### src/rtl/mem_bus_arbiter_pkg.sv
// Shared definitions for the memory bus arbiter.
//   RegBus      : width of the address/data bus
//   ByteEnAll   : byte enables used for instruction fetches
//   Enable/Disable : single-bit control constants
//   arb_state_e : arbiter FSM states (IDLE, DATA, INST)
//   timeout_last(): terminal value of the wait counter for a given timeout
package mem_bus_arbiter_pkg;

    localparam int         RegBus    = 32;
    localparam int         CntW      = 8;
    localparam logic [3:0] ByteEnAll = 4'b1111;
    localparam logic       Enable    = 1'b1;
    localparam logic       Disable   = 1'b0;

    typedef enum logic [1:0] {
        ST_IDLE = 2'd0,
        ST_DATA = 2'd1,
        ST_INST = 2'd2
    } arb_state_e;

    // The counter starts at 0 in the first bus_ce cycle, so the abort
    // decision is taken when it holds TIMEOUT-1.
    function automatic logic [CntW-1:0] timeout_last(input int unsigned to);
        return CntW'(to - 1);
    endfunction

endpackage

### src/rtl/mem_bus_arbiter.sv
// mem_bus_arbiter: shares one 32-bit external memory bus between the
// instruction-fetch port and the load/store port.
//
// Ports:
//   clk, rst            clock (rising edge), asynchronous active-low reset
//   if_req/if_addr      fetch request (held until if_done) and PC
//   if_flush            discard the fetch currently on the bus
//   if_rdata/if_done    fetched word and its one-cycle completion pulse
//   mem_req/mem_we/mem_addr/mem_wdata/mem_sel
//                       load/store request (held until mem_done)
//   mem_rdata/mem_done  load data and its one-cycle completion pulse
//   stallreq_if/_mem    pipeline stall requests
//   bus_ce/we/addr/wdata/be  registered bus master outputs
//   bus_rdata/bus_ack   slave read data and completion
//   bus_err             one-cycle pulse when a bus cycle times out
//   dbg_state_o         current FSM state, for observation only
//
// Handshake: a port raises its req and holds it, with stable attributes,
// until the cycle in which its done pulses; a cycle with done high never
// starts a new grant for that same port. On the bus, bus_ce stays high from
// the cycle after the grant until bus_ack is sampled high on a rising edge
// or the wait counter expires; there is no preemption.
module mem_bus_arbiter
    import mem_bus_arbiter_pkg::*;
#(
    parameter int unsigned TIMEOUT = 255
) (
    input  logic              clk,
    input  logic              rst,

    input  logic              if_req,
    input  logic [RegBus-1:0] if_addr,
    input  logic              if_flush,
    output logic [RegBus-1:0] if_rdata,
    output logic              if_done,

    input  logic              mem_req,
    input  logic              mem_we,
    input  logic [RegBus-1:0] mem_addr,
    input  logic [RegBus-1:0] mem_wdata,
    input  logic [3:0]        mem_sel,
    output logic [RegBus-1:0] mem_rdata,
    output logic              mem_done,

    output logic              stallreq_if,
    output logic              stallreq_mem,

    output logic              bus_ce,
    output logic              bus_we,
    output logic [RegBus-1:0] bus_addr,
    output logic [RegBus-1:0] bus_wdata,
    output logic [3:0]        bus_be,
    input  logic [RegBus-1:0] bus_rdata,
    input  logic              bus_ack,
    output logic              bus_err,

    output logic [1:0]        dbg_state_o
);

    localparam logic [CntW-1:0] TO_LAST = timeout_last(TIMEOUT);

    arb_state_e        state_q,     state_d;
    logic [CntW-1:0]   cnt_q,       cnt_d;
    logic              discard_q,   discard_d;
    logic              bus_ce_q,    bus_ce_d;
    logic              bus_we_q,    bus_we_d;
    logic [RegBus-1:0] bus_addr_q,  bus_addr_d;
    logic [RegBus-1:0] bus_wdata_q, bus_wdata_d;
    logic [3:0]        bus_be_q,    bus_be_d;
    logic              bus_err_q,   bus_err_d;
    logic              if_done_q,   if_done_d;
    logic [RegBus-1:0] if_rdata_q,  if_rdata_d;
    logic              mem_done_q,  mem_done_d;
    logic [RegBus-1:0] mem_rdata_q, mem_rdata_d;

    logic              discard_now;
    logic              cnt_expired;

    always_ff @(posedge clk or negedge rst) begin
        if (!rst) begin
            state_q     <= ST_IDLE;
            cnt_q       <= '0;
            discard_q   <= Disable;
            bus_ce_q    <= Disable;
            bus_we_q    <= Disable;
            bus_addr_q  <= '0;
            bus_wdata_q <= '0;
            bus_be_q    <= '0;
            bus_err_q   <= Disable;
            if_done_q   <= Disable;
            if_rdata_q  <= '0;
            mem_done_q  <= Disable;
            mem_rdata_q <= '0;
        end else begin
            state_q     <= state_d;
            cnt_q       <= cnt_d;
            discard_q   <= discard_d;
            bus_ce_q    <= bus_ce_d;
            bus_we_q    <= bus_we_d;
            bus_addr_q  <= bus_addr_d;
            bus_wdata_q <= bus_wdata_d;
            bus_be_q    <= bus_be_d;
            bus_err_q   <= bus_err_d;
            if_done_q   <= if_done_d;
            if_rdata_q  <= if_rdata_d;
            mem_done_q  <= mem_done_d;
            mem_rdata_q <= mem_rdata_d;
        end
    end

    always_comb begin
        state_d     = state_q;
        cnt_d       = cnt_q;
        discard_d   = discard_q;
        bus_ce_d    = bus_ce_q;
        bus_we_d    = bus_we_q;
        bus_addr_d  = bus_addr_q;
        bus_wdata_d = bus_wdata_q;
        bus_be_d    = bus_be_q;
        bus_err_d   = Disable;
        if_done_d   = Disable;
        if_rdata_d  = if_rdata_q;
        mem_done_d  = Disable;
        mem_rdata_d = mem_rdata_q;

        // A flush seen in the completing cycle still cancels the fetch.
        discard_now = discard_q | if_flush;
        cnt_expired = (cnt_q == TO_LAST);

        unique case (state_q)
            ST_IDLE: begin
                discard_d = Disable;
                // The done checks stop a still-held request from being
                // re-issued in the very cycle its access retires.
                if (mem_req && !mem_done_q) begin
                    state_d     = ST_DATA;
                    cnt_d       = '0;
                    bus_ce_d    = Enable;
                    bus_we_d    = mem_we;
                    bus_addr_d  = mem_addr;
                    bus_wdata_d = mem_wdata;
                    bus_be_d    = mem_sel;
                end else if (if_req && !if_done_q) begin
                    state_d     = ST_INST;
                    cnt_d       = '0;
                    bus_ce_d    = Enable;
                    bus_we_d    = Disable;
                    bus_addr_d  = if_addr;
                    bus_wdata_d = '0;
                    bus_be_d    = ByteEnAll;
                end
            end

            ST_DATA: begin
                if (bus_ack) begin
                    state_d     = ST_IDLE;
                    bus_ce_d    = Disable;
                    bus_we_d    = Disable;
                    mem_done_d  = Enable;
                    mem_rdata_d = bus_rdata;
                end else if (cnt_expired) begin
                    state_d     = ST_IDLE;
                    bus_ce_d    = Disable;
                    bus_we_d    = Disable;
                    bus_err_d   = Enable;
                    mem_done_d  = Enable;
                    mem_rdata_d = '0;
                end else begin
                    cnt_d = cnt_q + 1'b1;
                end
            end

            ST_INST: begin
                if (bus_ack) begin
                    state_d   = ST_IDLE;
                    bus_ce_d  = Disable;
                    bus_we_d  = Disable;
                    discard_d = Disable;
                    if (!discard_now) begin
                        if_done_d  = Enable;
                        if_rdata_d = bus_rdata;
                    end
                end else if (cnt_expired) begin
                    state_d   = ST_IDLE;
                    bus_ce_d  = Disable;
                    bus_we_d  = Disable;
                    bus_err_d = Enable;
                    discard_d = Disable;
                    if (!discard_now) begin
                        if_done_d  = Enable;
                        if_rdata_d = '0;
                    end
                end else begin
                    cnt_d     = cnt_q + 1'b1;
                    discard_d = discard_now;
                end
            end

            default: begin
                state_d = ST_IDLE;
            end
        endcase
    end

    assign stallreq_if  = if_req  & ~if_done_q;
    assign stallreq_mem = mem_req & ~mem_done_q;

    assign if_rdata    = if_rdata_q;
    assign if_done     = if_done_q;
    assign mem_rdata   = mem_rdata_q;
    assign mem_done    = mem_done_q;
    assign bus_ce      = bus_ce_q;
    assign bus_we      = bus_we_q;
    assign bus_addr    = bus_addr_q;
    assign bus_wdata   = bus_wdata_q;
    assign bus_be      = bus_be_q;
    assign bus_err     = bus_err_q;
    assign dbg_state_o = state_q;

endmodule
### config.mk
export PLATFORM = sky130hd
export DESIGN_NAME = mem_bus_arbiter
export DESIGN_NICKNAME = d
export VERILOG_FILES = /design/src/rtl/mem_bus_arbiter_pkg.sv /design/src/rtl/mem_bus_arbiter.sv
export SDC_FILE = /design/constraint.sdc
export NUM_CORES = 1
export LEC_CHECK = 0
export BUFFER_PORTS_ARGS = -buffer_cell sky130_fd_sc_hd__buf_2
export CORE_ASPECT_RATIO = 0.75
export CORE_UTILIZATION = 35
export CTS_CLUSTER_SIZE = 16
export DETAILED_ROUTE_END_ITERATION = 7
export GPL_ROUTABILITY_DRIVEN = 1
export GPL_TIMING_DRIVEN = 1
export MAX_ROUTING_LAYER = met4
export PLACE_DENSITY = 0.63
export SYNTH_ARGS = -nofsm -noshare
export SYNTH_HDL_FRONTEND = slang
export SYNTH_SLANG_ARGS = --single-unit
### constraint.sdc
create_clock -name clk -period 2.45 [get_ports clk]
set_input_delay 0.1225 -clock clk [delete_from_list [all_inputs] [get_ports clk]]
set_output_delay 0.1225 -clock clk [all_outputs]
set_load 0.01 [all_outputs]
* After elaboration in Yosys (flattened, before gate mapping) *
Cells that the tools add are included.

word-level totals
  register bits after elaboration = 148
  input bits = 139
  output and inout port bits = 141
  logic and storage cells = 85

cells by class
  add/sub/neg operators = 1
  equality and inequality tests = 7
  mux-type cells = 42
  bitwise logic cells = 6
  reductions and logical operators = 16

operators with widths
  operator                                                                 number
  32-bit two-way mux                                                       10
  8-bit two-way mux                                                        4
  1-bit two-way mux                                                        17
  8-bit case mux with 2 select lines                                       1
  8-bit by 1-bit adder with 8-bit output, second input constant            1
  8-bit equality test, second input constant                               1
  2-bit two-way mux                                                        4
  4-bit two-way mux                                                        2
  2-bit nonzero test                                                       4
  1-bit case mux with 2 select lines                                       3
  2-bit AND reduction                                                      3
  3-bit AND reduction                                                      2
  2-bit inequality test, second input constant                             2
  2-bit case mux with 2 select lines                                       1
  4-bit AND reduction                                                      1
  3-bit by 1-bit inequality test with 1-bit output, second input constant  1
  3-bit inequality test, second input constant                             1
  1-bit NOT                                                                3
  1-bit AND                                                                2
  2-bit by 1-bit equality test with 1-bit output, second input constant    1
  2-bit equality test, second input constant                               1
  1-bit logical AND                                                        2
  1-bit zero test                                                          2
  2-bit zero test                                                          1
  other kinds (2)                                                          2

* Logic depth before layout (Yosys ltp) *
  word-level depth = 5
  gate-level depth with buffers = 8
  depth with buffers taken out = 6

* Worst setup path after synthesis *
Ideal clock, no wire load.

  path type = flip-flop to flip-flop
  from = register state_q[0] (netlist: dbg_state_o[0])
  to = register cnt_q[7]
  library setup time = 126 ps
  data arrival time = 1637 ps
  data required time = 2324 ps
  slack = 687 ps
  stages on the path, launching flop included = 7
  path buffers = 0
  clock period less this slack = 1763 ps
  cells stage by stage = dfrtp_1 -> inv_1 -> ha_1 -> nor2b_4 -> o21ai_2 -> o21a_1 -> a221o_1

on the way
  cells in the longest elaborated chain, start to end = 4
  elaborated cells on any way between the ends = 10
  those cells by class = 5 x eq/ne; 1 x mux; 4 x reduce/logical

RTL lines
  element                                                                                RTL line                text
  start: declaration                                                                     mem_bus_arbiter.sv:62   arb_state_e state_q, state_d;
  start signal: assignment                                                               mem_bus_arbiter.sv:95   state_q <= state_d;
  2-bit equality test or 2-bit by 1-bit equality test with 1-bit output (tied branches)  mem_bus_arbiter.sv:130  unique case (state_q)
  2-bit OR reduction (no source line)                                                    -
  2-bit inequality test (no source line) or 2-bit nonzero test (tied branches)           -
  4-bit AND reduction (no source line)                                                   -
  end signal: assignment                                                                 mem_bus_arbiter.sv:96   cnt_q <= cnt_d;
  end: declaration                                                                       mem_bus_arbiter.sv:63   logic [CntW-1:0] cnt_q, cnt_d;

Several ways; a longest one is shown, not always the timed one.
A chain may end at the register's enable or synchronous reset.

* Worst setup path after layout *
Ends and elaborated chain as after synthesis.

==> flow_summary_export.csv <==
group,metric,value,unit
die,row_count,41,
route,drt_iter0_markers,336,
route,routedWlPerCell,17.4,um
cells_and_area,area_growth_syn_to_layout,51.2,%
timing,tns,0,ns
timing,whs,0.0155,ns
synthesis,synth_cell_type_count,40,
cells_and_area,layout_common_cells,"278 x buf_2, 148 x dfrtp_1, 102 x dlygate4sd3_1, 65 x a22o_1, 40 x nand2_1",
power_and_ir_drop,p_leak,5.00,nW
route,dr.pass1.iters,4,
setup_path,cp.arrival,2.44,ns
die,initial_core_util,36.5,%
setup_path,slowest_delay,0.51,ns
clock_network,clock_latency,0.42,ns
cells_and_area,diodes,0,
synthesis,synth.yosys.seq_area_share,59.2,%
grt,grt_max_degree,72,
synthesis,synth_cells,501,
synthesis,ys_warn_count,0,
clock_network,htree_levels,4,
setup_path,r2r_setup_slack,0.31,ns
setup_path,critPathCapture,"cnt_q[7]$_DFFE_PN0P_",
grt,grt_pass1_wl,30900,um
cells_and_area,num-fill-cells,1476,
setup_path,start_kind,"flop",
power_and_ir_drop,ir_drop,0.596,mV
synthesis,ys_ff_latch,148,
setup_path,cp_slowest_cell,"ha_1",
die,io_pins,280,
setup_path,crit_fanout,12,
clock_network,path_clk_slew,0.07,ns
setup_path,rr_worst_depth,6,
die,coreArea,17100,um^2
synthesis,synth_area_per_cell,12.5,um^2
cells_and_area,final_common_cell,"buf_2",
timing,rsz0062_at_grt,"no",
grt,overflow,0,
timing,slew_headroom,52.0,%
timing,fin_crit_sh,87.2,%
min_path,hold_class,"in -> reg",
cells_and_area,drive_above_1_share,38.2,%
clock_network,root_buffer,"clkbuf_16",
route,vias,5581,
timing,tightest_slew,0.720,ns
grt,gr-usage-all-layers,22.4,%
route,routed_wl,19500,um
setup_path,crit_type,"reg -> reg",
place,port_buffers,279,
setup_path,regToRegStartpoint,"dbg_state_o[0]$_DFFE_PN0P_",
timing,final-hold-violation-count,0,
cells_and_area,final_area,9470,um^2
die,die_h,118,um
synthesis,synth_nets,645,
route,ant_nets,0,
synthesis,netlist.area_leader.share,59.2,%
clock_network,cts_hold_buffers,98,
timing,final-setup-viol-count,0,
synthesis,synth_area,6260,um^2
grt,grt_pass1_vias,5834,
timing,finClkSkew,0.00916,ns
clock_network,cts.path.max_buffers,2,
clock_network,numCtsBuffers,17,
clock_network,cts_tree,"yes",
setup_path,crit_required,2.75,ns
route,vias_per_cell,4.98,
timing,period_needed,2.14,ns
run_status,status,"finished, final reports clean",
clock_network,cts_resized,0,
timing,timing.fmax,0.468,GHz
die,die_w,156,um
power_and_ir_drop,p_per_area,1160,nW/um^2
setup_path,timing.rr.end,"cnt_q[7]$_DFFE_PN0P_",
route,drc,0,
grt,antenna_found_initial,0,
synthesis,yosysTopAreaCell,"dfrtp_1",
setup_path,crit_start,"dbg_state_o[0]$_DFFE_PN0P_",
cells_and_area,multi_input_area,2300,um^2
cells_and_area,final_nets,1015,
timing,final_max_slew_viol_count,0,
place,gp_congestion,0.846,
synthesis,ys_top_cells_by_area,"dfrtp_1 59%, a22o_1 9.1%, mux2i_1 5.1%, a21bo_1 4.6%, nand4_1 3.3%",
clock_network,post_cts_buffers,0,
die,die_area,18400,um^2
cells_and_area,seqCellArea,3700,um^2
clock_network,clkSinkCount,148,
place,placed_cell_area,7850,um^2
place,dp_hpwl,13500,um
cells_and_area,final_util,55.2,%
setup_path,endpoint_kind,"flop",
run,max_cap_viol_count,0,
setup_path,path_cells,"inv_1 > ha_1 > nor2b_4 > o21ai_2 > o21a_1 > a221o_1",
[state kept, by name, summed over array words and instances (netlist names)]
| name | count |
|---|---|
| mem_done | 1 |
| bus_be | 4 |
| mem_rdata | 32 |
| bus_we | 1 |
| bus_addr | 32 |
| bus_ce | 1 |
| bus_err | 1 |
| discard_q | 1 |
| if_rdata | 32 |
| dbg_state_o | 2 |
| bus_wdata | 32 |
| if_done | 1 |
| cnt_q | 8 |
[cells in the mapped netlist]
cell type and n:
nor4b_1 2, o21a_1 3, o21ai_1 1, dfrtp_1 148
nand3_1 3, and3_1 4, nand2_1 40, o221ai_1 1
nor3b_4 1, nand2b_1 1, nor4_1 2, nor3_1 4
o21bai_4 1, nor2_1 6, clkbuf_1 20, nor2_2 1
a21bo_1 29, o22a_1 4, mux2i_1 32, buf_6 6
o211a_1 2, and2_1 3, o21ai_0 35, nand4_1 33
nand2_4 1, and4_1 1, nor2b_1 3, buf_2 11
a21oi_1 5, o21ai_2 2, a211o_1 7, inv_1 5
a22o_1 65, buf_4 6, a221o_1 1, nand4_4 1
nand3_4 1, a21bo_2 3, nor2b_4 2, ha_1 5
[layout make-up]
| class | count | area share [%] |
|---|---|---|
| timing repair buffer | 394 | 26.9 |
| clock buffer | 17 | 4.49 |
| clock inverter | 15 | 1.81 |
| multi-input combinational | 305 | 24.3 |
| sequential | 148 | 39.1 |
| inverter | 5 | 0.198 |
| tap | 236 | 3.12 |
[worst min-delay path by stage]
| stage | to | start | cells past startpoint |
|---|---|---|---|
| finish | bus_addr[18]$_DFFE_PN0P_ | mem_addr[18] | 3 |
| global route | bus_addr[15]$_DFFE_PN0P_ | mem_addr[15] | 3 |
| CTS | bus_addr[7]$_DFFE_PN0P_ | if_addr[7] | 3 |
| detailed placement | mem_rdata[22]$_DFFE_PN0P_ | rst | 1 |
| global placement | mem_rdata[22]$_DFFE_PN0P_ | rst | 1 |
| floorplan | bus_addr[0]$_DFFE_PN0P_ | rst | 0 |
[cells by family after synthesis]
group                      Yosys count  share of synthesized area (%)
AOI/OAI and AO/OA                  159                           20.6
adders and majority gates            5                          0.999
buffers and inverters               48                           4.18
DFF                                148                           59.2
muxes                               32                           5.12
and+or+nand+nor                    109                           9.97
[metal layers]
metal / share of wire [%] / vias to the layer above / global-route usage [%] / wire [um]
met5: 0 / - / - / 0
met4: 1.6 / 0 / 6.43 / 310
met3: 7.3 / 24 / 6.89 / 1430
met2: 50 / 225 / 37.1 / 9680
met1: 41 / 2735 / 26.0 / 8070
li1: - / 2597 / - / -
[stage by stage]
| stage | instances | setup WS [ns] | total power [mW] |
|---|---|---|---|
| after floorplan | 501 | 0.687 | 6.47 |
| after global routing | 1120 | 0.180 | 11.7 |
| after detailed placement | 986 | 0.276 | 8.23 |
| after CTS | 1116 | 0.271 | 11.0 |
| final | 1120 | 0.314 | 11.0 |
| after global placement | 986 | 0.420 | 8.06 |
[power by group]
group	switching [mW]	total (mW)	internal [mW]	leakage (nW)
clock	1.10	2.62	1.52	0.273
combinational	2.29	4.20	1.91	2.86
sequential	0.652	4.16	3.50	1.86
[worst max-delay path: cells and delay by family, from the launching register on]
family / cells / cell delay (ns)
simple gates: 1 / 0.27
fa+ha+maj: 1 / 0.51
compound gates: 3 / 0.73
flops: 1 / 0.41
buf+inv: 1 / 0.09
Note: power is estimated with default switching activity, not from simulation.
